--- config.mk ---
export PLATFORM = sky130hd
export DESIGN_NAME = fetch_unit
export DESIGN_NICKNAME = d
export VERILOG_FILES = /design/src/rtl/fetch_unit.sv
export SDC_FILE = /design/constraint.sdc
export NUM_CORES = 1
export LEC_CHECK = 0
export BUFFER_PORTS_ARGS = -buffer_cell sky130_fd_sc_hd__buf_4
export CORE_MARGIN = 2
export CORE_UTILIZATION = 35
export CTS_CLUSTER_DIAMETER = 120
export CTS_CLUSTER_SIZE = 30
export DETAILED_ROUTE_END_ITERATION = 8
export GPL_TIMING_DRIVEN = 0
export HOLD_SLACK_MARGIN = 0.05
export PLACE_DENSITY = 0.75
export SYNTH_ARGS = -nofsm -noshare
export SYNTH_HDL_FRONTEND = slang
export SYNTH_SLANG_ARGS = --single-unit
--- constraint.sdc ---
create_clock -name clk -period 1.4 [get_ports clk]
set_input_delay 0.28 -clock clk [delete_from_list [all_inputs] [get_ports clk]]
set_output_delay 0.28 -clock clk [all_outputs]
set_load 0.005 [all_outputs]
--- src/rtl/fetch_unit.sv ---
// Instruction-fetch stage: req/ack handshake with instruction memory, IR latch, PCWr pulse,
// flush/drain handling and misaligned-PC flag. Define FETCH_PERF_EN to enable fetch/stall counters.
module fetch_unit #(
  parameter int AW = 32,
  parameter int DW = 32
) (
  input  logic          clk,
  input  logic          rst,
  input  logic [AW-1:0] PC,
  input  logic          fetch_start,
  input  logic          flush,
  output logic          imem_req,
  output logic [AW-1:0] imem_addr,
  input  logic          imem_ack,
  input  logic [DW-1:0] imem_rdata,
  output logic [DW-1:0] IR,
  output logic          ir_valid,
  output logic          PCWr,
  output logic          busy,
  output logic          misalign,
  output logic [31:0]   fetch_cnt,
  output logic [31:0]   stall_cnt
);

  typedef enum logic [1:0] {
    IDLE  = 2'd0,
    REQ   = 2'd1,
    DRAIN = 2'd2,
    DONE  = 2'd3
  } state_t;

  state_t state_r;
  state_t state_next_s;
  logic   start_ok_s;
  logic   start_bad_s;
  logic   req_s;
  logic   valid_s;
  logic   busy_s;

  // Qualify a fetch request seen in IDLE (aligned vs misaligned)
  always_comb begin
    start_ok_s  = 1'b0;
    start_bad_s = 1'b0;
    if ((state_r == IDLE) && fetch_start && !flush) begin
      if (PC[1:0] == 2'b00) begin
        start_ok_s = 1'b1;
      end else begin
        start_bad_s = 1'b1;
      end
    end else begin
      start_ok_s  = 1'b0;
      start_bad_s = 1'b0;
    end
  end

  // State register
  always_ff @(posedge clk or negedge rst) begin
    if (!rst) begin
      state_r <= IDLE;
    end else begin
      state_r <= state_next_s;
    end
  end

  // Next-state logic; a raised request is only ever retired by an ack
  always_comb begin
    state_next_s = state_r;
    case (state_r)
      IDLE: begin
        if (start_ok_s) state_next_s = REQ;
        else            state_next_s = IDLE;
      end
      REQ: begin
        if (imem_ack) begin
          if (flush) state_next_s = IDLE;
          else       state_next_s = DONE;
        end else if (flush) begin
          state_next_s = DRAIN;
        end else begin
          state_next_s = REQ;
        end
      end
      DRAIN: begin
        if (imem_ack) state_next_s = IDLE;
        else          state_next_s = DRAIN;
      end
      DONE:    state_next_s = IDLE;
      default: state_next_s = IDLE;
    endcase
  end

  // Output decode, purely from the state register
  always_comb begin
    req_s   = 1'b0;
    valid_s = 1'b0;
    busy_s  = 1'b0;
    case (state_r)
      IDLE: begin
        busy_s = 1'b0;
      end
      REQ, DRAIN: begin
        req_s  = 1'b1;
        busy_s = 1'b1;
      end
      DONE: begin
        valid_s = 1'b1;
        busy_s  = 1'b1;
      end
      default: begin
        busy_s = 1'b0;
      end
    endcase
  end

  assign imem_req = req_s;
  assign ir_valid = valid_s;
  assign PCWr     = valid_s;
  assign busy     = busy_s;

  // Fetch address, instruction register and misalign flag
  always_ff @(posedge clk or negedge rst) begin
    if (!rst) begin
      imem_addr <= {AW{1'b0}};
      IR        <= {DW{1'b0}};
      misalign  <= 1'b0;
    end else begin
      if (start_ok_s) begin
        imem_addr <= PC;
      end
      if ((state_r == REQ) && imem_ack && !flush) begin
        IR <= imem_rdata;
      end
      misalign <= start_bad_s;
    end
  end

`ifdef FETCH_PERF_EN
  logic [31:0] fetch_cnt_r;
  logic [31:0] stall_cnt_r;

  // Performance counters, free-running modulo 2^32
  always_ff @(posedge clk or negedge rst) begin
    if (!rst) begin
      fetch_cnt_r <= 32'd0;
      stall_cnt_r <= 32'd0;
    end else begin
      if (state_r == DONE) begin
        fetch_cnt_r <= fetch_cnt_r + 32'd1;
      end
      if (((state_r == REQ) || (state_r == DRAIN)) && !imem_ack) begin
        stall_cnt_r <= stall_cnt_r + 32'd1;
      end
    end
  end

  assign fetch_cnt = fetch_cnt_r;
  assign stall_cnt = stall_cnt_r;
`else
  assign fetch_cnt = 32'd0;
  assign stall_cnt = 32'd0;
`endif

endmodule
; Yosys cells after proc, flatten, opt, wreduce, memory -nomap -nowiden
; Index checks and enable logic that the tools add are counted.
; Widths: inputs -> output; s select.
[classes]
eq_ne = 3
n_reduce_logical = 9
mux = 13
[op_table]
columns = operator, count
row1 = $mux 2, 4
row2 = $pmux 2 s4, 1
row3 = $mux 1, 7
row4 = $eq 2x2->1 const B, 2
row5 = $logic_and 1x1->1, 4
row6 = $logic_not 2->1, 2
row7 = $reduce_or 3->1, 1
row8 = $eq 2x1->1 const B, 1
row9 = $pmux 1 s2, 1
row10 = $reduce_or 2->1, 1
row11 = $logic_not 1->1, 1
[word_totals]
ff_bits = 67
wordCells = 29
out_inout_bits = 133
inputBits = 69

; Longest topological paths before layout
[depth]
ltp_word = 6
mapped_depth = 5
depth_no_buf = 5

; Least setup slack after synthesis
; Ideal clock, no wire load.
[synth_timing]
path_type = flip-flop to flip-flop
startpoint = reg state_r[0]
endpoint = reg imem_addr[15]
required_ps = 1275
arrival_ps = 1325
slack_ps = -50
stages_incl_launch_ff = 6
period_less_slack_ps = 1450
setup_ps = 125
path_cell_list = dfrtp_1 > inv_1 > ha_1 > nand4_4 > buf_6 > mux2_4
[synth_between]
elab_chain_len = 4
[synth_lines]
columns = element, line
row1 = "start, declared", 32  ; state_t state_r;
row2 = "start signal, assigned", 61  ; state_r <= state_next_s;
row3 = $logic_not 2->1, 44  ; if ((state_r == IDLE) && fetch_start && !flush) begin
row4 = $logic_and 1x1->1 (2 in a row), 44
row5 = $mux 1, 44
row6 = "end signal, assigned", 123  ; imem_addr <= {AW{1'b0}};
row7 = "end, declared", 13  ; output logic [AW-1:0] imem_addr,
; Every way passes these cells.
; A chain may end at the register's enable or synchronous reset.

; Worst setup path after layout
[layout_timing]
startpoint = reg state_r[0]
endpoint = out ir_valid
[layout_between]
elab_chain_len = 2
[layout_lines]
columns = element, line
row1 = $eq 2x2->1, 97  ; case (state_r)
row2 = $mux 1, 97
row3 = "end, declared", 17  ; output logic ir_valid,
; Every way passes these cells.

==> metrics.txt <==
count of max-cap constraint violations 0; clock transition at the registers of the reported paths 80 ps; die outline height 99.82 um; clock latency on the worst-skew pair 330 ps; final total power 5.651 mW; multi-input gate area in the final layout 1269 um2; Worst Setup Start Kind register; synthesized cell area 3213 um2; final net count 517; die footprint 9963 um2; number of global-route vias before repair 2149; Slowest-stage cell, CP sky130_fd_sc_hd__dfrtp_2; FFs w/ async S/R, synth 1.000; Switching Share 0.2485; Routed Wire Length 6.956 mm; Final setup violation count 62; half-perimeter wire length of the detailed placement result 5.215 mm; biggest area consumer among synthesized cells sky130_fd_sc_hd__dfrtp_1; transition time at the pin with the least slew margin 842.2 ps; category of the critical setup timing path register to output port; distinct cell type count of the synthesized netlist 20; met2 track utilization from global routing 0.2219; leakage power 2.796 nW; number of DRC violations after detailed-routing iteration 0 42; Port Buffers 137; worst setup slack after layout -102.8 ps; CP endpoint kind output port; sequential cell fraction of total power 0.444; Final Slew Violations 0; VDD IR max 0.5710 mV; Clock Path Buffers 2; timing-limited maximum frequency 0.6654 GHz; mean post-synth cell area 14.28 um2; setup TNS -2901 ps; maximum fanout count along the critical path 3; most instantiated cells after synthesis 67 x sky130_fd_sc_hd__dfrtp_1, 65 x sky130_fd_sc_hd__buf_4, 33 x sky130_fd_sc_hd__mux2_2, 27 x sky130_fd_sc_hd__mux2_4, 7 x sky130_fd_sc_hd__ha_1; flip-flop and latch count after synthesis 67; initial cell density of the core 0.3649; final worst-path cycle share 1.073; Synthesis Warnings 0; sequential cell area fraction in the yosys report 0.5218; Filler Cells Inserted 750; failing checks setup timing; Top Ports 202; WL per Instance 12.56 um; main combinational cell family by area after synthesis multiplexers; clock sink count 67; Area Overhead vs Synth 54.98%; endpoint required time on the critical path 1120 ps; most common cell in the synthesized netlist sky130_fd_sc_hd__dfrtp_1; area share of the leading cell type in the synthesized netlist 0.5218; ordered list of cells on the worst path ha_2 > buf_6 > buf_6; time the final worst path needs with I/O delays and setup 1503 ps; Post-Place Setup Slack -151.2 ps; via count of the routed design 2155; fraction of synthesized cell area in xor and xnor cells 0; Root Buffer Master sky130_fd_sc_hd__clkbuf_8; pin count of the biggest net entering global routing 68; compound-gate portion of the synthesized area 0.004673; category of cells accounting for the largest share of critical-path delay flip-flops; Die W 99.82 um; slew margin rel. 0.4385; Routability Congestion 0.7897; worst path arrival time 1220 ps; row cnt 34; PwrDens 1135 nW/um2; number of clock buffers inserted by TritonCTS 9; gate count of the mapped netlist 225; Register Area 1679 um2; internal power 4.247 mW; count of buffering cells on the critical path with inverters included 2; fraction of met1 tracks used by global routing 0.1646; post-synthesis adder-cell area fraction 0.02726; post-detailed-route DRC marker count 0; fraction of the mapped netlist area in simple logic gates 0.02220; initial antenna violation count 0; count of hold-fix buffers inserted at cts 0; htree depth 3; number of nets with antenna violations after detailed routing 0; total count of hold-check failures in the final report 0; DR pass1 iterations 4; final antenna diode count 0; GR Util met3 0.04318; most repeated library cell on the critical path sky130_fd_sc_hd__buf_6; primary flip-flop cell chosen by synthesis mapping sky130_fd_sc_hd__dfrtp_1; first-pass GRT wire length 10.44 mm; overall overflow remaining after global route 0; Most Used Layer, Global Route met2; result of the run finished with violations; Logic pwr share 0.270; switching power 1.404 mW; top post-synthesis cells by area sky130_fd_sc_hd__dfrtp_1 52%, sky130_fd_sc_hd__buf_4 15%, sky130_fd_sc_hd__mux2_4 13%, sky130_fd_sc_hd__mux2_2 12%, sky130_fd_sc_hd__ha_1 2.7%; stage delay of the slowest cell on the critical path 460 ps; min-delay worst type input pin to asynchronous set/reset pin; core region area 8806 um2; TritonCTS clock tree yes; power share of the clock group 0.285; fraction of layout instances using a drive strength above 1 0.6771; unrepaired setup endpoints after global routing yes; routed via count divided by cell count 3.890; multiplexer area fraction after synthesis 0.2488; all-layer global routing usage 0.1337; worst clock skew on the final layout 11.19 ps; number of flops mapped to enable cells by yosys 0
registers in the layout, indices dropped and copies added, names as in the netlist:
name	count
imem_addr	32
IR	32
state_r	2
misalign	1
cell usage in the layout (no fill, tap or decap), drive strengths merged:
| cell type | n |
|---|---|
| mux2 | 62 |
| conb | 64 |
| a22oi | 1 |
| o211ai | 1 |
| nand2 | 2 |
| and2 | 2 |
| clkbuf | 13 |
| bufinv | 1 |
| clkinv | 1 |
| nor3 | 1 |
| nor2 | 2 |
| clkinvlp | 2 |
| nand3 | 1 |
| nand4 | 1 |
| buf | 212 |
| inv | 6 |
| ha | 7 |
| dfrtp | 67 |
power groups by stage:
stage                     Sequential [mW]  Combinational [mW]  Clock (mW)
after floorplan                      2.56               0.629           0
after global placement               2.53                1.50           0
after detailed placement             2.54                1.52           0
after CTS                            2.51                1.53        1.67
after global routing                 2.56                1.64        1.75
final                                2.51                1.53        1.61
path summary, 6_finish.rpt:
| check | from | to | slack, ps | depth (start not counted) |
|---|---|---|---|---|
| setup / recovery | state_r[0] | ir_valid | -100 | 3 |
| hold / removal | rst | imem_addr[10] | 40 | 1 |
| setup reg to reg | state_r[0] | imem_addr[17] | -90 | 5 |
| hold reg to reg | imem_addr[1] | imem_addr[1] | 490 | 1 |
| max in group asynchronous | rst | IR[23] | 790 | 1 |
| min in group clk | flush | misalign | 120 | 2 |
repair_timing:
| item | CTS | global route |
|---|---|---|
| endpoints found under the hold margin | 0 | 0 |
| resized for setup | 16 | 8 |
| setup endpoints to repair | 61 | 66 |
| buffers inserted | 2 | 2 |
| gates cloned | 0 | 1 |
| pin swaps | 3 | 3 |
metrics by stage:
stage	hold slack, ps	instance area [um2]	instances	utilization
final	36.18	4980	554	0.5655
after global routing	99.96	4980	554	0.5655
after CTS	74.13	4911	551	0.5577
after detailed placement	451.0	4636	533	0.5264
after global placement	437.3	4636	533	0.5264
after floorplan	-15.59	3472	288	-
cell families after synthesis:
family / Yosys count
AOI/OAI and AO/OA: 2
adders and majority gates: 7
buffers and inverters: 77
DFF: 67
muxes: 62
other: 1
and+or+nand+nor: 9
layer usage:
| metal | share of wire | routed length (um) |
|---|---|---|
| met5 | 0 | 0 |
| met4 | 0.013 | 89 |
| met3 | 0.083 | 575 |
| met2 | 0.50 | 3481 |
| met1 | 0.40 | 2810 |
cell type report:
type | instances | share of cell area
timing repair buffer | 142 | 0.2206
multi-input combinational | 144 | 0.2548
clock inverter | 4 | 0.01005
buffer | 71 | 0.1156
tap | 108 | 0.02714
sequential | 67 | 0.3372
clock buffer | 12 | 0.02915
inverter | 6 | 0.005528
(Power assumes the default switching activity.)
